### src/rtl/mole_scheduler.sv
// Whack-a-mole round scheduler: spawns one lit target at a time, scores hits on its switch,
// counts misses (wrong switch or timeout) and ends the game after MAX_MISSES misses.
module mole_scheduler #(
    parameter int unsigned WIDTH        = 18,
    parameter int unsigned SPAWN_CYCLES = 50000000,
    parameter int unsigned ON_CYCLES    = 50000000,
    parameter int unsigned MAX_MISSES   = 3,
    parameter int unsigned SCORE_W      = 8
) (
    input  logic               clk,
    input  logic               rst_n,
    input  logic               start,
    input  logic [4:0]         rnd,
    input  logic [WIDTH-1:0]   edge_detect,
    output logic [WIDTH-1:0]   leds,
    output logic [SCORE_W-1:0] score,
    output logic [3:0]         misses,
    output logic               playing,
    output logic               game_over
);

    localparam int unsigned GAP_W  = (SPAWN_CYCLES > 1) ? $clog2(SPAWN_CYCLES) : 1;
    localparam int unsigned LIFE_W = (ON_CYCLES > 1) ? $clog2(ON_CYCLES) : 1;

    localparam logic [GAP_W-1:0]  GAP_LAST   = GAP_W'(SPAWN_CYCLES - 1);
    localparam logic [LIFE_W-1:0] LIFE_LAST  = LIFE_W'(ON_CYCLES - 1);
    localparam logic [3:0]        MISS_LIMIT = 4'(MAX_MISSES);

    localparam logic [2:0] S_IDLE   = 3'd0;
    localparam logic [2:0] S_WAIT   = 3'd1;
    localparam logic [2:0] S_PICK   = 3'd2;
    localparam logic [2:0] S_ACTIVE = 3'd3;
    localparam logic [2:0] S_OVER   = 3'd4;

    logic [2:0]         state_q, state_d;
    logic [WIDTH-1:0]   leds_q, leds_d;
    logic [SCORE_W-1:0] score_q, score_d;
    logic [3:0]         misses_q, misses_d;
    logic [GAP_W-1:0]   gap_q, gap_d;
    logic [LIFE_W-1:0]  life_q, life_d;
    logic [4:0]         target_q, target_d;
    logic               playing_q, playing_d;
    logic               game_over_q, game_over_d;

    logic [WIDTH-1:0] tgt_mask;
    logic             rnd_ok;
    logic             hit;
    logic             wrong;
    logic             timeout;
    logic [3:0]       miss_inc;

    assign tgt_mask = WIDTH'(1) << target_q;
    assign rnd_ok   = 32'(rnd) < WIDTH;
    assign hit      = |(edge_detect & tgt_mask);
    // Any number of stray switches in one cycle is a single miss; a hit overrides it.
    assign wrong    = |(edge_detect & ~tgt_mask);
    assign timeout  = (life_q == LIFE_LAST);
    assign miss_inc = misses_q + 4'd1;

    always_comb begin
        state_d  = state_q;
        leds_d   = leds_q;
        score_d  = score_q;
        misses_d = misses_q;
        gap_d    = gap_q;
        life_d   = life_q;
        target_d = target_q;

        case (state_q)
            S_IDLE, S_OVER: begin
                if (start) begin
                    state_d  = S_WAIT;
                    leds_d   = '0;
                    score_d  = '0;
                    misses_d = '0;
                    gap_d    = '0;
                    life_d   = '0;
                end
            end
            S_WAIT: begin
                if (gap_q == GAP_LAST) begin
                    state_d = S_PICK;
                    gap_d   = '0;
                end else begin
                    gap_d = gap_q + 1'b1;
                end
            end
            S_PICK: begin
                if (rnd_ok) begin
                    state_d  = S_ACTIVE;
                    target_d = rnd;
                    life_d   = '0;
                    leds_d   = WIDTH'(1) << rnd;
                end
            end
            S_ACTIVE: begin
                if (hit) begin
                    state_d = S_WAIT;
                    score_d = (&score_q) ? score_q : score_q + 1'b1;
                    leds_d  = '0;
                    gap_d   = '0;
                    life_d  = '0;
                end else if (wrong || timeout) begin
                    misses_d = miss_inc;
                    gap_d    = '0;
                    life_d   = '0;
                    if (miss_inc == MISS_LIMIT) begin
                        state_d = S_OVER;
                        leds_d  = '1;
                    end else begin
                        state_d = S_WAIT;
                        leds_d  = '0;
                    end
                end else begin
                    life_d = life_q + 1'b1;
                end
            end
            default: begin
                state_d = S_IDLE;
                leds_d  = '0;
                gap_d   = '0;
                life_d  = '0;
            end
        endcase

        playing_d   = (state_d == S_WAIT) || (state_d == S_PICK) || (state_d == S_ACTIVE);
        game_over_d = (state_d == S_OVER);
    end

    always_ff @(posedge clk or negedge rst_n) begin
        if (!rst_n) begin
            state_q     <= S_IDLE;
            leds_q      <= '0;
            score_q     <= '0;
            misses_q    <= '0;
            gap_q       <= '0;
            life_q      <= '0;
            target_q    <= '0;
            playing_q   <= 1'b0;
            game_over_q <= 1'b0;
        end else begin
            state_q     <= state_d;
            leds_q      <= leds_d;
            score_q     <= score_d;
            misses_q    <= misses_d;
            gap_q       <= gap_d;
            life_q      <= life_d;
            target_q    <= target_d;
            playing_q   <= playing_d;
            game_over_q <= game_over_d;
        end
    end

    assign leds      = leds_q;
    assign score     = score_q;
    assign misses    = misses_q;
    assign playing   = playing_q;
    assign game_over = game_over_q;

endmodule

### config.mk
export PLATFORM = sky130hd
export DESIGN_NAME = mole_scheduler
export DESIGN_NICKNAME = d
export VERILOG_FILES = /design/src/rtl/mole_scheduler.sv
export SDC_FILE = /design/constraint.sdc
export NUM_CORES = 1
export LEC_CHECK = 0
export ABC_CLOCK_PERIOD_IN_PS = 3500
export BUFFER_PORTS_ARGS = -buffer_cell sky130_fd_sc_hd__buf_4
export CORE_UTILIZATION = 60
export CTS_CLUSTER_DIAMETER = 120
export DETAILED_ROUTE_END_ITERATION = 7
export PLACE_DENSITY = 0.81
export SLEW_MARGIN = 10
export SYNTH_ARGS = -nofsm -noshare
export SYNTH_HDL_FRONTEND = slang
export SYNTH_SLANG_ARGS = --single-unit
export TNS_END_PERCENT = 1
### constraint.sdc
create_clock -name clk -period 3.5 [get_ports clk]
set_clock_uncertainty 0.15 [all_clocks]
set_input_delay 0 -clock clk [delete_from_list [all_inputs] [get_ports clk]]
set_output_delay 0 -clock clk [all_outputs]
set_load 0.1 [all_outputs]
Word level (Yosys, flattened, before mapping) --
Cells that the tools add are included. Widths: inputs -> output; s select.
Word-level totals: bits of input ports 26, bits in registers 92, output and inout bits 32
Operators by class: multiplexer cells 30, shift-type cells 2, $lt $le $gt $ge 1, bitwise operators 5, reductions and logical operators 15, add/sub/neg operators 4, equality and inequality tests 18
Operators by type and width (number):
- $pmux 26 s4 | 2
- $mux 26 | 7
- $mux 18 | 5
- $pmux 18 s4 | 1
- $add 26x1->26 const B | 2
- $eq 26x26->1 const B | 2
- $and 18x18->18 | 2
- $reduce_or 18->1 | 2
- $shl 1x5->18 const A | 2
- $mux 8 | 3
- $mux 3 | 6
- $not 18->18 | 1
- $pmux 8 s2 | 1
- $eq 3x2->1 const B | 4
- $mux 4 | 3
- $ne 2x2->1 const B | 6
- $pmux 3 s4 | 1
- $reduce_and 4->1 | 3
- $add 8x1->8 const B | 1
- $pmux 4 s2 | 1
- $reduce_and 8->1 | 1
- $eq 3x1->1 const B | 2
- $eq 3x3->1 const B | 2
- $reduce_and 3->1 | 2
- 10 further kinds | 13

Longest topological paths before layout --
Gate-level depths: netlist of the first run.
depth after elaboration 11, depth in mapped cells 11

Worst setup path after synthesis of the first run --
No wires, ideal clock.
path type flip-flop to flip-flop, start point reg misses_q[1] (netlist: misses[1]), end point reg leds_q[8] (netlist: leds[8]), period minus slack after synthesis 2.840 ns, buffers on the path 2, slack 0.660 ns, stages on the path, launching flop included 9, arrival time 2.563 ns, library setup time 0.126 ns, path through dfrtp_1 -> ha_1 -> nor3_1 -> o221a_2 -> and4_1 -> buf_2 -> clkbuf_1 -> o2bb2ai_1 -> mux2_4
On the way: longest elaborated chain between the ends 6
RTL lines:
- start, declared | RTL line 38 | logic [3:0] misses_q, misses_d;
- start signal, assigned | RTL line 145 | misses_q <= misses_d;
- $add 4x1->4 | RTL line 58 | assign miss_inc = misses_q + 4'd1;
- $eq 4x2->1 | RTL line 107 | if (miss_inc == MISS_LIMIT) begin
- $mux 18 | RTL line 107
- $mux 18 | RTL line 103 | end else if (wrong || timeout) begin
- $mux 18 | RTL line 97 | if (hit) begin
- $pmux 18 s4 | RTL line 69 | case (state_q)
- end signal, assigned | RTL line 143 | leds_q <= leds_d;
- end, declared | RTL line 36 | logic [WIDTH-1:0] leds_q, leds_d;
Every way passes these cells. The select of a mux whose other input is x is not followed. A chain may end at the register's enable or synchronous reset.

Final worst setup path of the first run --
start point reg life_q[10], end point reg leds_q[13] (netlist: leds[13])
On the way: longest elaborated chain between the ends 4
RTL lines:
- start, declared | RTL line 40 | logic [LIFE_W-1:0] life_q, life_d;
- start signal, assigned | RTL line 147 | life_q <= life_d;
- $eq 26x26->1 | RTL line 57 | assign timeout = (life_q == LIFE_LAST);
- $logic_or 1x1->1 | RTL line 103
- $ne 3x3->1 (no line)
- $reduce_and 4->1 (no line)
Every way passes these cells.

==> run metrics, run 1 <==
outcome completed; switching share of power roughly 30%; total gr overflow 0; P&R area growth vs syn 13.8%; CTS buffer count 9; Synth top cells by count dfrtp_1 (92), nand2_1 (55), nor2_1 (55); fin util ~70%; worst-skew pair later-pin latency 360 ps; Worst Hold Class primary input to async pin; hpwl dp just under 10000 µm; Highest Clock Rate between 300 and 400 MHz; Rows 35; initial drt markers between 200 and 250; Post-Syn Nets approximately 650; post-route ant nets 0; # setup viols final 0; share of cells above drive strength 1 ~17%; EDFF count, synth 0; synth unique cells 63; Worst-Margin Slew 773 ps; R2R Setup Slk roughly 400 ps; Clk pwr share 33.8%; clk sinks 92; relative max-transition margin approximately 48%; synthesized cell area ~5700 µm²; sequential fraction of the synthesis area about two fifths; synth top area cells dfrtp_1 (41%), nand2_1 (3.6%), nor2_1 (3.6%); first-pass GRT wire length 23200 µm; dpl ws 428 ps; initial antenna violation count 1; Post-Route WL ~14000 µm; crit-path max FO 19; largest net degree at the start of global routing 37; Die ar. between 9000 and 10000 µm²; Initial Util between 60 and 70%; Mean Syn Cell Area around 9.1 µm²; cts repair resizes 0; Hold Slack ~24 ps; Total GRT Usage ~29%; worst vdd ir between 0.2 and 0.3 mV; Worst EP required ~3600 ps; DRC violations left 0; Bufs on Longest Clock Path 2; gpl congestion between 1 and 1.5; number of max-cap violations 0; wire length per cell around 17 µm; Port Buffer Count 57; final worst path period need 3100 ps; CTS clock-pin slew for the worst setup and hold paths roughly 100 ps; CORE AREA about 9200 µm²; top cell type's share of synthesized area 40.6%; leading area contributor after synthesis dfrtp_1; most frequent cell after synthesis dfrtp_1; routed via count roughly 5000; Pre-Repair DR Iteration Count 4; Sequential Power Share a little over half; final hold vios 0; leak pwr ~0.0027 µW; post-synthesis cell count 623; Cell Int Power ~1500 µW; power share of the combinational group between 10% and 20%; arrival time worst endpoint around 3200 ps; crit path launch type flip-flop; hold_buf cts 10; RSZ-0062 raised after global routing no; postcts setup bufs 0; dominant synthesized flop cell dfrtp_1; root buf cell clkbuf_8; Final WS setup about 400 ps; Via density between 6 and 7; crit end category flip-flop; CTS H-tree depth 3; Boundary Pins just under 60; power per cell area between 300 and 400 nW/µm²; Final #Nets between 700 and 800; setup TNS 0 ps; kind of critical path flip-flop to flip-flop; Synth warnings 0; CTS tree built; ys async rst share 100%; chip width approximately 99 µm; Die Height 99.2 µm; Synth Register Bits 92; number of global-route vias before repair roughly 4800; Psw ~620 µW; Slew Viols, Final 0; fin crit share between 80% and 90%
critical path: stages, from the launching register on:
cell,delay (ps)
dfrtp_1,430
or4_1,560
nor4_1,400
a311oi_1,170
and3_1,410
a31oi_4,230
buf_4,280
mux2_2,360
power by group through the flow:
stage | registers, µW | logic [µW] | clock network (µW)
after global placement | 1150 | 227 | 0
after CTS | 1140 | 247 | 720
after floorplan | 1200 | 92.4 | 0
after detailed placement | 1160 | 235 | 0
final | 1140 | 246 | 705
after global routing | 1140 | 269 | 761
state kept, by name, summed over array words and instances (netlist names):
signal	count
life_q	26
game_over	1
playing	1
target_q	5
leds	18
gap_q	26
misses	4
score	8
state_q	3
placed cells by master, fill, tap and decap left out, types with 12 or more instances in the layout:
cell / count
mux2i_1: 17
a31oi_1: 17
nand3_1: 30
nand2_1: 55
nor2_1: 55
mux2_2: 12
nor3_1: 22
o2bb2ai_1: 13
nand4_1: 14
o21ai_0: 20
a21oi_1: 27
buf_4: 72
nor4_1: 17
inv_1: 27
dfrtp_1: 92
worst paths after layout:
check,from,cells after the start,endpoint
worst max-delay path,life_q[10]$_DFFE_PN0P_,7,leds[13]$_DFFE_PN0P_
worst min-delay path,rst_n,3,life_q[21]$_DFFE_PN0P_
worst max register to register,life_q[10]$_DFFE_PN0P_,7,leds[13]$_DFFE_PN0P_
worst min register to register,gap_q[23]$_DFFE_PN0P_,1,gap_q[23]$_DFFE_PN0P_
max in group asynchronous,rst_n,3,gap_q[21]$_DFFE_PN0P_
min in group clk,edge_detect[17],6,misses[0]$_DFFE_PN0P_
cells by family after synthesis:
kind of cell	after synthesis	synth area share, %
simple gates	271	25.7
flops	92	40.6
fa+ha+maj	5	1.10
compound gates	138	17.4
mux	36	7.24
xor+xnor	17	2.63
buf+inv	64	5.32
routing by layer:
metal | vias up | share of wire, % | track usage, %
met4 | 0 | 1.8 | 9.39
met2 | 206 | 49 | 49.8
met5 | - | 0 | 0
li1 | 2416 | - | -
met3 | 27 | 6.2 | 4.71
met1 | 2464 | 43 | 38.5
cell type report:
class,instances,area (µm²)
antenna,1,2.50
inverter,27,101
fill,700,2740
clock buffer,10,138
tap,111,139
multi-input combinational,467,3070
sequential,92,2300
timing repair buffer,82,651
clock inverter,6,52.6
per-stage QoR:
stage / power [µW] / cells / cell area (µm²)
final: 2090 / 796 / 6450
after floorplan: 1290 / 623 / 5670
after CTS: 2100 / 795 / 6450
after global routing: 2170 / 796 / 6450
after global placement: 1380 / 769 / 6150
after detailed placement: 1390 / 769 / 6150
Power figures use the tool's default switching activity.
==> run 2, diff against run 1 <==
Settings changed: RECOVER_POWER set to 50, REMOVE_ABC_BUFFERS set to 1.
==> run metrics, run 2 (synthesized netlist as in run 1, its figures left out) <==
CTS buffer count 9 (unchanged); worst vdd ir 0.230 mV (-14%); Bufs on Longest Clock Path 2 (unchanged); largest net degree at the start of global routing 44 (+19%); Port Buffer Count 57 (unchanged); leak pwr 0.00258 µW (-5.0%); CORE AREA 9200 µm² (unchanged); crit end category flip-flop; placed cells 768 (-0.13%); CTS tree built; Worst Hold Class primary input to flip-flop; crit-path max FO 22 (+3); Die ar. 9840 µm² (unchanged); initial drt markers 286 (+27%); chip width 99.2 µm (unchanged); fin crit share 85.7% (-2.9 points); RSZ-0062 raised after global routing no; crit path launch type flip-flop; first-pass GRT wire length 22200 µm (-4.2%); Initial Util 61.7% (unchanged); final worst path period need 3000 ps (-100 ps); most frequent cells in the layout dfrtp_1 (92), nor2_1 (55), nand2_1 (55); post-route ant nets 0 (unchanged); DRT met1 WL 5970 µm (+2.1%); # setup viols final 0 (unchanged); outcome complete, but fails checks; Boundary Pins 58 (unchanged); Highest Clock Rate 333 MHz (+3.4%); worst-skew pair later-pin latency 370 ps (about the same); number of max-cap violations 2 (+2); DRC violations left 0 (unchanged); Fillers 747 (+6.7%); P&R area growth vs syn 11.3%; most common cell after layout, fill and taps aside dfrtp_1; root buf cell clkbuf_8; relative max-transition margin -53.4% (-100 points); DR WL met2 6300 µm (-7.1%); gpl congestion 0.871 (-14%); failing checks capacitance limit, slew limit; Worst-Margin Slew 2300 ps (+1530 ps); routed via count 5038 (-1.5%); highest routed layer met4; setup TNS 0 ps (unchanged); kind of critical path flip-flop to flip-flop; Via density 6.35 (-1.2%); CTS H-tree depth 3 (unchanged); power per cell area 335 nW/µm² (+3.6%); Pre-Repair DR Iteration Count 5 (+1); hpwl dp 9240 µm (-5.5%); total gr overflow 0 (unchanged); post-route insts no fill 794 (-0.25%); fin util 68.6% (-1.5 points); Post-Route WL 13100 µm (-4.4%); Total GRT Usage 27.8% (-1.5 points); final hold vios 0 (unchanged); share of cells above drive strength 1 11.7% (-5.5 points); Final #Nets 709 (-0.14%); arrival time worst endpoint 3130 ps (-80 ps); Inserted Diodes 0 (-1); CTS clock-pin slew for the worst setup and hold paths 100 ps (about the same); clk sinks 92 (unchanged); Slew Viols, Final 74 (+74); number of global-route vias before repair 4701 (-2.5%); Die Height 99.2 µm (unchanged); Worst EP required 3630 ps (+20 ps); wire length per cell 16.5 µm (-4.2%); initial antenna violation count 0 (-1); cts repair resizes 0 (unchanged); met3 wire len 705 µm (-17%); Rows 35 (unchanged)
-- run 2: cell count changes in the layout (fill, tap and decap cells not counted) --
cell | before | now
buf_4 | 72 | 36
clkbuf_1 | 0 | 36
clkinv_4 | 0 | 2
clkinvlp_4 | 2 | 0
inv_6 | 3 | 1
buf_12 | 1 | 0
bufinv_16 | 0 | 1
clkbuf_8 | 10 | 9
clkinv_2 | 0 | 1
diode_2 | 1 | 0
dlygate4sd3_1 | 9 | 10
-- run 2: path summary, 6_finish.rpt --
| kind | cells after the start | startpoint | slack, ps | end |
|---|---|---|---|---|
| setup / recovery | 8 | target_q[2]$_DFFE_PN0P_ | 500 | gap_q[11]$_DFFE_PN0P_ |
| hold / removal | 6 | edge_detect[17] | 180 | misses[0]$_DFFE_PN0P_ |
| setup reg to reg | 8 | target_q[2]$_DFFE_PN0P_ | 500 | gap_q[11]$_DFFE_PN0P_ |
| hold reg to reg | 1 | gap_q[22]$_DFFE_PN0P_ | 350 | gap_q[22]$_DFFE_PN0P_ |
| max in group asynchronous | 3 | rst_n | 900 | gap_q[7]$_DFFE_PN0P_ |
| min in group asynchronous | 3 | rst_n | 720 | life_q[17]$_DFFE_PN0P_ |
-- run 2: worst max-delay path: stages, from the launching register on --
cell,delay (ps)
dfrtp_1,770
mux2_2,400
a21oi_1,230
o21a_1,160
and4_1,350
buf_4,310
a31oi_4,130
buf_4,220
o221ai_1,180
-- run 2: report_power, final --
part / switching (µW) / leakage [µW] / internal, µW
clock network: 405 / 0.000103 / 340
logic: 161 / 0.00126 / 72.0
registers: 45.8 / 0.00122 / 1090
-- run 2: cell type report --
type	instances	area [µm²]	share of cell area, %
multi-input combinational	467	3070	48.6
sequential	92	2300	36.5
timing repair buffer	81	502	7.95
tap	111	139	2.20
clock buffer	10	128	2.02
inverter	27	101	1.61
clock inverter	6	72.6	1.15
-- run 2: routing by layer --
layer	global-route usage, %	vias up
met5	0	-
met4	7.69	0
met3	3.94	19
met2	44.8	170
met1	39.5	2437
li1	-	2412
-- run 2: metrics by stage --
| stage | setup slack [ps] | area, µm² | hold WS (ps) | power [µW] |
|---|---|---|---|---|
| 2_1_floorplan | 298 | 5470 | -446 | 1290 |
| 3_3_place_gp | 636 | 6140 | -246 | 1380 |
| 3_5_place_dp | 535 | 6140 | -244 | 1390 |
| 4_1_cts | 525 | 6440 | 119 | 2140 |
| 5_1_grt | 322 | 6310 | 221 | 2200 |
| 6_report | 501 | 6310 | 182 | 2120 |
-- run 2: repair_timing --
action                                 in CTS  in global routing
setup endpoints to repair                   0                  0
hold buffers                               10                  0
setup buffers                               0                  0
endpoints found under the hold margin     111                  0
==> run 3, diff against run 2 <==
Settings changed: ABC_CLOCK_PERIOD_IN_PS 3500 to not set, RECOVER_POWER 50 to not set.
==> run metrics, run 3 (synthesized netlist as in run 1, its figures left out) <==
outcome completed; clk sinks 92 (unchanged); Worst Hold Class primary input to async pin; crit end category flip-flop; kind of critical path flip-flop to flip-flop; root buf cell clkbuf_8; final worst path period need 3010 ps (+15.9 ps); Hold Slack 96.4 ps (-85.4 ps); Die Height 99.2 µm (unchanged); CORE AREA 9200 µm² (unchanged); DRC violations left 0 (unchanged); CTS buffer count 9 (unchanged); crit-path max FO 20 (-9.1%); placed cells 768 (unchanged); # setup viols final 0 (unchanged); Via density 6.35 (about the same); Slew Viols, Final 0 (-100%); Initial Util 61.7% (unchanged); post-route insts no fill 794 (unchanged); crit path launch type flip-flop; Inserted Diodes 0 (unchanged); dpl ws 535 ps (unchanged); Post-Route WL 13200 µm (+0.65%); fin crit share 86.1% (+0.45 points); Rows 35 (unchanged); Die ar. 9840 µm² (unchanged); RSZ-0062 raised after global routing no; Worst EP required 3610 ps (-20 ps); postcts setup bufs 0 (unchanged); area of the multi-input gates 3070 µm² (unchanged); R2R Setup Slk 490 ps (-20 ps); wire length per cell 16.6 µm (+0.65%); P&R area growth vs syn 13.6%; chip width 99.2 µm (unchanged); worst vdd ir 0.229 mV (-0.13%); setup TNS 0 ps (unchanged); Highest Clock Rate 332 MHz (-0.53%); Pre-Repair DR Iteration Count 6 (+1); worst-skew pair later-pin latency 370 ps (about the same); most common cell after layout, fill and taps aside dfrtp_1; share of cells above drive strength 1 16.8% (+5.1 points); largest net degree at the start of global routing 44 (unchanged); Fillers 698 (-6.6%); leak pwr 0.00272 µW (+5.3%); Bufs on Longest Clock Path 2 (unchanged); number of max-cap violations 0 (-2); Total Power 2130 µW (+0.56%); total gr overflow 0 (unchanged); number of global-route vias before repair 4701 (unchanged); initial antenna violation count 0 (unchanged); Port Buffer Count 57 (unchanged); Boundary Pins 58 (unchanged); most frequent cells in the layout dfrtp_1 (92), buf_4 (71), nor2_1 (55), nand2_1 (55), nand3_1 (30); CTS clock-pin slew for the worst setup and hold paths 100 ps (about the same); CTS tree built; Total GRT Usage 27.8% (unchanged); Final #Nets 709 (unchanged); power per cell area 330 nW/µm² (-1.5%); relative max-transition margin 39.0% (+92 points); initial drt markers 248 (-13%); register area 2300 µm² (unchanged); first-pass GRT wire length 22200 µm (unchanged); gpl congestion 0.871 (unchanged); post-route ant nets 0 (unchanged); routed via count 5043 (+0.099%); CTS H-tree depth 3 (unchanged); Worst-Margin Slew 912 ps (-1390 ps); Final WS setup 486 ps (-15.9 ps); final hold vios 0 (unchanged); hpwl dp 9240 µm (unchanged); arrival time worst endpoint 3130 ps (about the same)
## run 3: area by class of cell
cell class,instances,share of cell area (%)
tap,111,2.16
multi-input combinational,467,47.6
sequential,92,35.7
inverter,27,1.57
clock buffer,10,1.98
clock inverter,6,1.13
timing repair buffer,81,9.83
## run 3: what timing repair did
action | in CTS | in global routing
resized for setup | 0 | 0
hold buffers | 10 | 0
endpoints found under the hold margin | 111 | 0
## run 3: path summary, 6_finish.rpt
kind,from,end,depth (start not counted)
setup / recovery,target_q[1]$_DFFE_PN0P_,leds[0]$_DFFE_PN0P_,7
hold / removal,rst_n,life_q[17]$_DFFE_PN0P_,3
setup reg to reg,target_q[1]$_DFFE_PN0P_,leds[0]$_DFFE_PN0P_,7
hold reg to reg,gap_q[22]$_DFFE_PN0P_,gap_q[22]$_DFFE_PN0P_,1
max in group asynchronous,rst_n,life_q[24]$_DFFE_PN0P_,3
min in group clk,edge_detect[17],misses[0]$_DFFE_PN0P_,6
## run 3: power by group
group	total (µW)	leakage [µW]	switching [µW]	internal (µW)
Sequential	1140	0.00122	46.1	1090
Clock	748	0.000103	408	340
Combinational	241	0.00139	161	80.5
## run 3: metrics by stage
step,utilization [%],area [µm²]
floorplan,-,5470
global placement,66.8,6140
detailed placement,66.8,6140
CTS,70.1,6440
global route,70.1,6440
finish,70.1,6440
## run 3: critical path, cell delays in order, from the launching register on
cell and delay (ps):
dfrtp_1 740, nand2_1 180, or4_1 510, o21a_1 160, and4_1 270, a31oi_4 220, buf_4 310, mux2_2 370
## run 3: layer usage
metal  wire length, µm  vias up  global-route usage, %
met2              6290      149                   44.8
met5                 0        -                      0
met1              6200     2463                   39.5
met3               557       20                   3.94
li1                  -     2411                      -
met4               168        0                   7.69
